--- config.mk ---
export PLATFORM = sky130hd
export DESIGN_NAME = traffic_spawn_scheduler
export DESIGN_NICKNAME = d
export VERILOG_FILES = /design/src/rtl/traffic_spawn_scheduler.sv
export SDC_FILE = /design/constraint.sdc
export NUM_CORES = 1
export LEC_CHECK = 0
export CORE_ASPECT_RATIO = 1.5
export CORE_MARGIN = 5
export CORE_UTILIZATION = 46
export CTS_CLUSTER_DIAMETER = 50
export DETAILED_ROUTE_END_ITERATION = 6
export PLACE_DENSITY = 0.8
export SETUP_SLACK_MARGIN = 0.15
export SLEW_MARGIN = 10
export SYNTH_ARGS = -nofsm -noshare
export SYNTH_HDL_FRONTEND = slang
export SYNTH_SLANG_ARGS = --single-unit
--- constraint.sdc ---
create_clock -name clk -period 2.68 [get_ports clk]
set_input_delay 0.268 -clock clk [delete_from_list [all_inputs] [get_ports clk]]
set_output_delay 0.268 -clock clk [all_outputs]
set_load 0.02 [all_outputs]
--- src/rtl/traffic_spawn_scheduler.sv ---
// Spawn scheduler for AI traffic: after a frame gap, scans car slots for a free one,
// picks an unoccupied lane starting at a random base, then hands the spawn off.
// Optional TRAFFIC_DENSITY_RAMP_EN halves the spawn gap at high player speed.
module traffic_spawn_scheduler #(
    parameter int NUM_SLOTS        = 4,
    parameter int SPAWN_GAP_FRAMES = 8
) (
    input  logic                 clk,
    input  logic                 reset,
    input  logic                 frame_start,
    input  logic [NUM_SLOTS-1:0] slot_free,
    input  logic [3:0]           lane_busy,
    input  logic [10:0]          random,
    input  logic [9:0]           player_speed,
    input  logic                 spawn_ready,
    output logic                 spawn_valid,
    output logic [2:0]           spawn_slot,
    output logic [10:0]          spawn_x,
    output logic [7:0]           spawn_count,
    output logic                 busy
);

    typedef enum logic [1:0] {IDLE, SCAN, PICK, ISSUE} state_t;

    localparam logic [7:0] GAP_FULL = 8'(SPAWN_GAP_FRAMES);
    localparam logic [7:0] GAP_HALF = (SPAWN_GAP_FRAMES / 2 < 1) ? 8'd1 : 8'(SPAWN_GAP_FRAMES / 2);
    localparam logic [2:0] LAST_SLOT = 3'(NUM_SLOTS - 1);

    state_t      state_q, state_d;
    logic [7:0]  gap_cnt_q, gap_cnt_d;
    logic [2:0]  slot_idx_q, slot_idx_d;
    logic [1:0]  try_q, try_d;
    logic [1:0]  base_q, base_d;
    logic        valid_q, valid_d;
    logic [2:0]  slot_q, slot_d;
    logic [10:0] x_q, x_d;
    logic [7:0]  count_q, count_d;

    logic [7:0]  free_pad;
    logic [1:0]  lane;
    logic [10:0] lane_x;
    logic [7:0]  eff_gap;

`ifdef TRAFFIC_DENSITY_RAMP_EN
    assign eff_gap = player_speed[9] ? GAP_HALF : GAP_FULL;
    logic unused_bits;
    assign unused_bits = ^random[10:2];
`else
    assign eff_gap = GAP_FULL;
    logic unused_bits;
    assign unused_bits = ^{random[10:2], player_speed, GAP_HALF};
`endif

    // Pad slot_free to 8 bits so the 3-bit slot index never selects out of range.
    always_comb begin
        free_pad = '0;
        free_pad[NUM_SLOTS-1:0] = slot_free;
    end

    assign lane = base_q + try_q;

    always_comb begin
        case (lane)
            2'd0:    lane_x = 11'd180;
            2'd1:    lane_x = 11'd240;
            2'd2:    lane_x = 11'd300;
            default: lane_x = 11'd360;
        endcase
    end

    always_comb begin
        state_d    = state_q;
        gap_cnt_d  = gap_cnt_q;
        slot_idx_d = slot_idx_q;
        try_d      = try_q;
        base_d     = base_q;
        valid_d    = valid_q;
        slot_d     = slot_q;
        x_d        = x_q;
        count_d    = count_q;
        case (state_q)
            IDLE: begin
                if (frame_start) begin
                    if (gap_cnt_q != 8'd0) begin
                        gap_cnt_d = gap_cnt_q - 8'd1;
                    end else begin
                        state_d    = SCAN;
                        slot_idx_d = 3'd0;
                    end
                end
            end
            SCAN: begin
                if (free_pad[slot_idx_q]) begin
                    slot_d  = slot_idx_q;
                    base_d  = random[1:0];
                    try_d   = 2'd0;
                    state_d = PICK;
                end else if (slot_idx_q != LAST_SLOT) begin
                    slot_idx_d = slot_idx_q + 3'd1;
                end else begin
                    state_d = IDLE;
                end
            end
            PICK: begin
                if (!lane_busy[lane]) begin
                    x_d     = lane_x;
                    valid_d = 1'b1;
                    state_d = ISSUE;
                end else if (try_q != 2'd3) begin
                    try_d = try_q + 2'd1;
                end else begin
                    state_d = IDLE;
                end
            end
            ISSUE: begin
                if (spawn_ready) begin
                    gap_cnt_d = eff_gap;
                    valid_d   = 1'b0;
                    state_d   = IDLE;
                    if (count_q != 8'd255) count_d = count_q + 8'd1;
                end
            end
            default: state_d = IDLE;
        endcase
    end

    always_ff @(posedge clk or posedge reset) begin
        if (reset) begin
            state_q    <= IDLE;
            gap_cnt_q  <= '0;
            slot_idx_q <= '0;
            try_q      <= '0;
            base_q     <= '0;
            valid_q    <= 1'b0;
            slot_q     <= '0;
            x_q        <= '0;
            count_q    <= '0;
        end else begin
            state_q    <= state_d;
            gap_cnt_q  <= gap_cnt_d;
            slot_idx_q <= slot_idx_d;
            try_q      <= try_d;
            base_q     <= base_d;
            valid_q    <= valid_d;
            slot_q     <= slot_d;
            x_q        <= x_d;
            count_q    <= count_d;
        end
    end

    assign spawn_valid = valid_q;
    assign spawn_slot  = slot_q;
    assign spawn_x     = x_q;
    assign spawn_count = count_q;
    assign busy        = (state_q != IDLE);

endmodule

==> results.md, run 1 <==
- Worst Skew: 4.63 ps
- Worst-Margin Slew: 628 ps
- First-pass GRT wire length: 5680 um
- Clock-pin slew on the worst setup and hold paths: 60 ps
- Final Util: 59.2%
- CP Data Arrival Time: 2190 ps
- Crit path kind: flop to flop
- Boundary Pins: 57
- Core Rows: 27
- CTS sink count: 34
- Max clock buf depth: 2
- Largest net degree at the start of global routing: 35
- Max-Cap Viols: 0
- RSZ-0062 raised after global routing: false
- Final setup viols: 0
- Vert. Die Dim: 86.0 um
- Final period utilization: 73.6%
- Avg Cell Area, Syn: 10.7 um^2
- Syn-to-layout area delta: 24.2%
- Port Buffers: 33
- Max Slew Vio Count: 0
- Pre-Repair DR Iteration Count: 4
- Most common cell after layout, fill and taps aside: dfrtp_1
- Critical Path Start Type: flop
- Worst-Skew Late Latency: 280 ps
- Lkg Pwr: 0.000984 uW
- Post-Syn Instances: 165
- CTS Hold Bufs: 0
- Most frequent cells in the layout: dfrtp_1 (34), clkdlybuf4s50_1 (33), nand2_1 (12), nor2_1 (12)
- Post-route antenna net violation count: 0
- Number of synthesized register bits: 34
- Sequential cell area fraction in the yosys report: 48.0%
- Chip Width: 60.7 um
- Die footprint: 5220 um^2
- Pwr dens: 1130 nW/um^2
- Share of layout cells above drive strength 1: 11.4%
- Vias/cell: 5.50
- Vias: 1342
- Reg2Reg Setup Slack: 710 ps
- Worst min-delay path class: input port to async pin
- Max Clk Rate: 0.507 GHz
- Final setup TNS: 0 ps
- Busiest grt layer: met2
- Vias in the first global route: 1344
- PnR worst setup slack: 707 ps
- Main synth FF type: dfrtp_1
- Peak supply drop: 0.775 mV
- Total wire length: 3340 um
- Layout Nets: 242
- Req. time, crit path: 2900 ps
- Initial DRC Count: 30
- CTS tree: built
- Status: completed
- Grt total ovfl: 0
- Met1 global-route usage: 15.8%
- Initial Util: 47.7%
- Final GP Congestion: 0.780
- DP Worst Slack: 704 ps
- Post-CTS Repair Setup Buffers: 0
- Num CTS Buffers: 5
- Residual DRC: 0
- Worst Setup End Kind: flop
- Mapped cell area: 1770 um^2
- Synth cell types: 43
- Antenna violations before repair: 0
- Dpl hpwl: 2480 um
- Share of synthesized registers carrying an async set or reset: 100%
- Met2 Usage GRT: 24.4%
- Number of diodes: 0
- YS warnings: 0
- Core Footprint: 3720 um^2
- Max Fanout on Critical Path: 10
- WL/cell: 13.7 um
- Post_cts resized: 0
- Met3 Use GR: 3.92%
- GRT Util Overall: 14.4%
- Hold Vio Cnt, Final: 0
- Htree depth: 2
- Root Buffer: clkbuf_8
- Worst rel slew slack: 58.1%
- Min Tclk post-route: 1970 ps
- Post-synth EDFFs: 0
## critical path, cell delays in order, from the launching register on
cell and delay (ps):
dfrtp_1 440, or2_1 310, a31o_1 320, a21o_1 270, or4_1 500, nand2_1 70
## cell usage after synthesis (2+ instances only)
library cell	number	area share (%)
xnor2_1	8	4.0
a21o_1	2	0.85
buf_4	6	2.5
nand2b_1	3	1.1
or3_1	2	0.71
and3_1	2	0.71
o21ai_0	8	2.3
mux2i_1	6	3.4
o22ai_1	3	1.1
o31ai_1	2	0.85
a211oi_1	4	1.7
xor2_1	3	1.5
inv_1	7	1.5
a21oi_1	3	0.85
dfrtp_1	34	48
mux2_2	8	5.1
or2_2	2	0.71
nand4_1	2	0.71
nand3_1	7	2.0
nand2_1	12	2.5
ha_1	7	4.9
nor2_1	12	2.5
buf_6	2	1.3
## flip-flops by register name, indices dropped and copies added (netlist names)
name,cells
slot_idx_q,3
spawn_slot,3
try_q,2
spawn_count,8
base_q,2
spawn_x,5
state_q,2
spawn_valid,1
gap_cnt_q,8
## worst paths after layout
check,start,end,depth (start not counted)
setup / recovery,state_q[1]$_DFFE_PP0P_,gap_cnt_q[5]$_DFFE_PP0P_,5
max in group asynchronous,reset,spawn_x[7]$_DFFE_PP0P_,3
setup reg to reg,state_q[1]$_DFFE_PP0P_,gap_cnt_q[5]$_DFFE_PP0P_,5
min in group clk,spawn_x[5]$_DFFE_PP0P_,spawn_x[5]$_DFFE_PP0P_,1
hold / removal,reset,spawn_count[5]$_DFFE_PP0P_,3
hold reg to reg,spawn_x[5]$_DFFE_PP0P_,spawn_x[5]$_DFFE_PP0P_,1
## cells by family after synthesis
| kind of cell | synth area share (%) |
|---|---|
| flops | 48.0 |
| simple gates | 14.1 |
| buf+inv | 5.58 |
| xor+xnor | 6.71 |
| mux | 8.47 |
| other cells | 0.212 |
| fa+ha+maj | 4.94 |
| compound gates | 11.9 |
## metal layers
| metal | vias up | share of wire, % | routed length [um] |
|---|---|---|---|
| met5 | - | 0 | 0 |
| met4 | 0 | 2.5 | 83 |
| met3 | 5 | 4.3 | 143 |
| met2 | 24 | 51 | 1710 |
| li1 | 646 | - | - |
| met1 | 667 | 42 | 1400 |
## power by group
part / switching (uW) / leakage, uW / internal, uW / total, uW
Clock: 165 / 0.0000431 / 198 / 363
Sequential: 192 / 0.000428 / 715 / 907
Combinational: 606 / 0.000513 / 614 / 1220
## layout make-up
class | count | area, um^2
sequential | 34 | 851
multi-input combinational | 118 | 833
timing repair buffer | 36 | 353
inverter | 7 | 26.3
tap | 43 | 53.8
fill | 326 | 1520
clock buffer | 6 | 82.6
## through the flow
step	cells	hold WS, ps	power, uW	area, um^2
6_report	244	381	2490	2200
5_1_grt	244	425	2690	2200
4_1_cts	244	390	2520	2200
3_5_place_dp	238	455	2140	2120
3_3_place_gp	238	462	2110	2120
2_1_floorplan	168	410	1770	1780
No activity file was read; power rests on OpenSTA's default activity.
==> inputs of run 2 (changes only) <==
--- a/config.mk
+++ b/config.mk
@@ -7,10 +7,10 @@
 export LEC_CHECK = 0
 export CORE_ASPECT_RATIO = 1.5
 export CORE_MARGIN = 5
-export CORE_UTILIZATION = 46
+export CORE_UTILIZATION = 41
 export CTS_CLUSTER_DIAMETER = 50
 export DETAILED_ROUTE_END_ITERATION = 6
-export PLACE_DENSITY = 0.8
+export PLACE_DENSITY = 0.75
 export SETUP_SLACK_MARGIN = 0.15
 export SLEW_MARGIN = 10
 export SYNTH_ARGS = -nofsm -noshare
==> constraint.sdc (replaced) <==
create_clock -name clk -period 1.7 [get_ports clk]
set_input_delay 0.17 -clock clk [delete_from_list [all_inputs] [get_ports clk]]
set_output_delay 0.17 -clock clk [all_outputs]
set_load 0.02 [all_outputs]
==> run 2 against run 1 <==
Against the previous run:
- the run now ends with setup timing left
- die area up 10%
- non-clock buffer count increased by 44
- clock power is 76% higher
- critical path depth increased by 1
- worst setup slack worse by 800 ps
- clock skew hardly changed
- largest cell class is now multi-input gates
==> results.md, run 2 (same netlist as run 1, synthesis figures left out) <==
- Status: complete, but fails checks
- Failing checks: setup timing
- Worst Skew: 4.78 ps
- Clock power frac: 11.7%
- Met1 global-route usage: 16.9%
- Peak supply drop: 1.48 mV
- Chip Width: 63.7 um
- Max Fanout on Critical Path: 3
- First-pass GRT wire length: 6800 um
- RSZ-0062 raised after global routing: true
- Most common cell after layout, fill and taps aside: buf_4
- Vert. Die Dim: 90.5 um
- Total wire length: 4390 um
- Worst Setup End Kind: flop
- Hold Vio Cnt, Final: 0
- Initial Util: 42.1%
- Finished Layout Cells: 293
- Antenna violations before repair: 0
- Max clock buf depth: 2
- Final GP Congestion: 0.803
- Root Buffer: clkbuf_8
- Busiest grt layer: met2
- FILL cells: 305
- Share of layout cells above drive strength 1: 43.3%
- Final Util: 67.5%
- Vias/cell: 5.16
- Vias: 1512
- Htree depth: 2
- Most frequent cells in the layout: buf_4 (38), dfrtp_1 (30), clkdlybuf4s50_1 (28)
- Layout Nets: 286
- Max Slew Vio Count: 0
- Largest net degree at the start of global routing: 35
- Worst min-delay path class: input port to async pin
- Dpl hpwl: 2740 um
- Residual DRC: 0
- Met2 Usage GRT: 25.3%
- Boundary Pins: 57
- Syn-to-layout area delta: 60.4%
- Port Buffers: 33
- Post-route antenna net violation count: 0
- CTS sink count: 34
- Req. time, crit path: 1880 ps
- Die footprint: 5760 um^2
- Clock-pin slew on the worst setup and hold paths: 70 ps
- Met3 Use GR: 2.86%
- Worst-Skew Late Latency: 290 ps
- Pwr dens: 1920 nW/um^2
- Critical Path Start Type: flop
- Lkg Pwr: 0.00129 uW
- PnR worst setup slack: -87.6 ps
- Core Rows: 29
- Min Tclk post-route: 1790 ps
- WL/cell: 15.0 um
- Core Footprint: 4210 um^2
- Cells after DPL: 271
- Max Clk Rate: 0.559 GHz
- Grt total ovfl: 0
- Sw frac: 38.6%
- Final period utilization: 105%
- CP Data Arrival Time: 1960 ps
- Number of diodes: 0
- Final setup viols: 7
- Internal Power: 3350 uW
- CTS tree: built
- Num CTS Buffers: 5
- Pre-Repair DR Iteration Count: 4
- NetSw: 2100 uW
- Vias in the first global route: 1531
- Initial DRC Count: 40
- Sequential Power Share: 25.5%
- Max-Cap Viols: 0
- Crit path kind: flop to flop
- GRT Util Overall: 14.7%
- Comb power frac: 62.8%
-- run 2: cell count changes in the layout (fill, tap and decap cells not counted), sizes merged --
cell	change
buf	+44
clkinvlp	+1
dlymetal6s2s	+3
clkbuf	+1
dlygate4sd2	+1
clkdlybuf4s50	-5
clkinv	+1
-- run 2: power by group through the flow --
stage	sequential, uW	clock (uW)	combinational (uW)
after floorplan	1550	0	1340
after global placement	1360	0	2460
after detailed placement	1370	0	2510
after CTS	1380	650	2810
after global routing	1440	699	3670
final	1390	639	3430
-- run 2: through the flow --
step	setup WS, ps	total power [uW]	hold slack [ps]	TNS (ps)	cell area (um^2)
finish	-87.6	5460	284	-346	2840
global route	-154	5810	320	-825	2840
CTS	-107	4840	303	-337	2610
detailed placement	-113	3880	465	-424	2380
global placement	-106	3820	469	-309	2380
floorplan	-93.8	2890	312	-239	1810
-- run 2: area by class of cell --
class                      count  area (um^2)  area share, %
tap                           46         57.6           2.03
timing repair buffer          80          727           25.6
multi-input combinational    118         1080           38.0
sequential                    34          856           30.1
clock inverter                 2         12.5          0.440
clock buffer                   6         82.6           2.91
inverter                       7         26.3          0.925
-- run 2: final timing paths --
check | from | to | slack (ps) | cells after the start
worst min-delay path | reset | spawn_valid$_DFFE_PP0P_ | 280 | 3
max in group asynchronous | reset | slot_idx_q[1]$_DFFE_PP0P_ | 1090 | 3
min in group clk | random[0] | base_q[0]$_DFFE_PP0P_ | 490 | 2
worst max register to register | try_q[0]$_DFFE_PP0P_ | try_q[1]$_DFFE_PP0P_ | -90 | 6
worst max-delay path | try_q[0]$_DFFE_PP0P_ | try_q[1]$_DFFE_PP0P_ | -90 | 6
worst min register to register | spawn_slot[2]$_DFFE_PP0P_ | spawn_slot[2]$_DFFE_PP0P_ | 490 | 1
-- run 2: worst max-delay path, cell delays in order, from the launching register on --
cell and delay (ps):
dfrtp_1 410, ha_4 170, xnor3_2 270, mux2i_4 290, nand2_2 130, nand2_2 110
mux2_4 290
-- run 2: what timing repair did --
action                                  in CTS  in global routing
endpoints found under the setup margin      26                 31
hold buffers                                 0                  0
resized for setup                           30                 36
pin swaps                                   10                 16
endpoints found under the hold margin        0                  0
setup buffers                                2                 12
cloned                                       0                  0
-- run 2: layer usage --
metal	wire [um]	vias up	part of all wire (%)
met4	84	0	1.9
li1	-	736	-
met5	0	-	0
met1	1840	737	42
met2	2340	31	53
met3	129	8	2.9
==> inputs of run 3 (changes only) <==
--- a/config.mk
+++ b/config.mk
@@ -11,6 +11,7 @@
 export CTS_CLUSTER_DIAMETER = 50
 export DETAILED_ROUTE_END_ITERATION = 6
 export PLACE_DENSITY = 0.75
+export RECOVER_POWER = 25
 export SETUP_SLACK_MARGIN = 0.15
 export SLEW_MARGIN = 10
 export SYNTH_ARGS = -nofsm -noshare
==> run 3 against run 2 <==
Against the previous run:
- flip-flop and latch count did not move
- via count did not move
- fmax did not move
- die area did not move
- global-route usage did not move
- utilization fell by 0.059 points
- clock power barely moved
- the flow still finishes with violations (setup timing)
- clock skew did not move
==> results.md, run 3 (same netlist as run 1, synthesis figures left out) <==
- Max-Cap Viols: 0
- Largest net degree at the start of global routing: 35
- Most frequent cells in the layout: buf_4 (37), dfrtp_1 (30), clkdlybuf4s50_1 (27)
- Worst Skew: 4.78 ps
- Core Footprint: 4210 um^2
- Finished Layout Cells: 293
- Core Rows: 29
- Crit path kind: flop to flop
- CP max stage cell: dfrtp_1
- GRT Util Overall: 14.7%
- Htree depth: 2
- Vias/cell: 5.16
- Pwr dens: 1920 nW/um^2
- Antenna violations before repair: 0
- Max clock buf depth: 2
- Total wire length: 4390 um
- Chip Width: 63.7 um
- Final setup viols: 7
- CTS Hold Bufs: 0
- Total design power: 5460 uW
- Min Tclk post-route: 1790 ps
- Top cell by count, worst path: nand2_2
- Die footprint: 5760 um^2
- Grt total ovfl: 0
- First-pass GRT wire length: 6800 um
- Layout Nets: 286
- Worst Setup End Kind: flop
- Pre-Repair DR Iteration Count: 4
- CP cell instances: ha_4 > xnor3_2 > mux2i_4 > nand2_2 > nand2_2 > mux2_4
- Vias: 1512
- Vert. Die Dim: 90.5 um
- CP Data Arrival Time: 1960 ps
- Initial DRC Count: 40
- RSZ-0062 raised after global routing: true
- Max Clk Rate: 0.559 GHz
- Post-route antenna net violation count: 0
- Share of layout cells above drive strength 1: 43.3%
- Lkg Pwr: 0.00129 uW
- Worst-Skew Late Latency: 290 ps
- Most common cell after layout, fill and taps aside: buf_4
- Worst-Margin Slew: 830 ps
- Final Util: 67.4%
- Cells after DPL: 271
- Num CTS Buffers: 5
- Final period utilization: 105%
- Worst Path Buf+Inv: 0
- Cell class contributing the biggest share of worst-path delay: multiplexers
- Max Fanout on Critical Path: 3
- FILL cells: 304
- Dpl hpwl: 2740 um
- Syn-to-layout area delta: 60.2%
- Clock-pin slew on the worst setup and hold paths: 70 ps
- Number of diodes: 0
- Worst rel slew slack: 44.7%
- CTS tree: built
- CTS sink count: 34
- Hold Vio Cnt, Final: 0
- Root Buffer: clkbuf_8
- Critical Path Start Type: flop
- Max Slew Vio Count: 0
- Port Buffers: 33
- PnR worst setup slack: -87.6 ps
- Boundary Pins: 57
- Worst min-delay path class: input port to flop
- Crit-path max cell delay: 410 ps
- Status: complete, but fails checks
- Peak supply drop: 1.48 mV
- WL/cell: 15.0 um
- Vias in the first global route: 1531
- Req. time, crit path: 1880 ps
- Residual DRC: 0
- Final GP Congestion: 0.803
- Initial Util: 42.1%
- Failing checks: setup timing
-- run 3: layer usage --
metal / vias up / global-route usage [%] / wire length [um]
met4: 0 / 7.45 / 84
met5: - / 0 / 0
met2: 31 / 25.3 / 2340
li1: 736 / - / -
met1: 737 / 16.9 / 1840
met3: 8 / 2.86 / 129
-- run 3: worst reg2reg max path, delay by kind of cell, from the launching register on --
kind                     cells  cell delay [ps]
adder cells (fa/ha/maj)      1              170
AND/OR/NAND/NOR              2              240
flip-flops                   1              410
multiplexers                 2              590
XOR/XNOR                     1              270
-- run 3: metrics by stage --
stage	setup TNS (ps)	hold WS (ps)	instance area (um^2)	worst slack, ps
2_1_floorplan	-239	312	1810	-93.8
3_3_place_gp	-309	469	2380	-106
3_5_place_dp	-424	465	2380	-113
4_1_cts	-337	303	2610	-107
5_1_grt	-825	499	2840	-154
6_report	-346	487	2840	-87.6
-- run 3: cell type report --
class | count | area, um^2 | area share [%]
Clock inverter | 2 | 12.5 | 0.441
Inverter | 7 | 26.3 | 0.926
Sequential cell | 34 | 856 | 30.1
Clock buffer | 6 | 82.6 | 2.91
Multi-Input combinational cell | 118 | 1080 | 38.0
Timing Repair Buffer | 80 | 724 | 25.5
Tap cell | 46 | 57.6 | 2.03
-- run 3: what timing repair did --
| item | 4_1_cts | 5_1_grt |
|---|---|---|
| hold endpoints to repair | 0 | 0 |
| resized for setup | 30 | 36 |
| pin swaps | 10 | 16 |
| setup endpoints to repair | 26 | 31 |
| gates cloned | 0 | 0 |
| setup buffers | 2 | 12 |
-- run 3: where the power goes --
part / switching, uW / leakage, uW / internal (uW)
clock network: 313 / 0.0000472 / 326
logic: 1540 / 0.000820 / 1890
registers: 254 / 0.000423 / 1140
total: 2100 / 0.00129 / 3350
-- run 3: worst paths after layout --
check | from | cells past startpoint | slack, ps | end
setup / recovery | try_q[0]$_DFFE_PP0P_ | 6 | -90 | try_q[1]$_DFFE_PP0P_
hold / removal | random[0] | 2 | 490 | base_q[0]$_DFFE_PP0P_
setup reg to reg | try_q[0]$_DFFE_PP0P_ | 6 | -90 | try_q[1]$_DFFE_PP0P_
hold reg to reg | spawn_slot[2]$_DFFE_PP0P_ | 1 | 490 | spawn_slot[2]$_DFFE_PP0P_
max in group asynchronous | reset | 3 | 550 | slot_idx_q[1]$_DFFE_PP0P_
min in group asynchronous | reset | 3 | 570 | spawn_valid$_DFFE_PP0P_
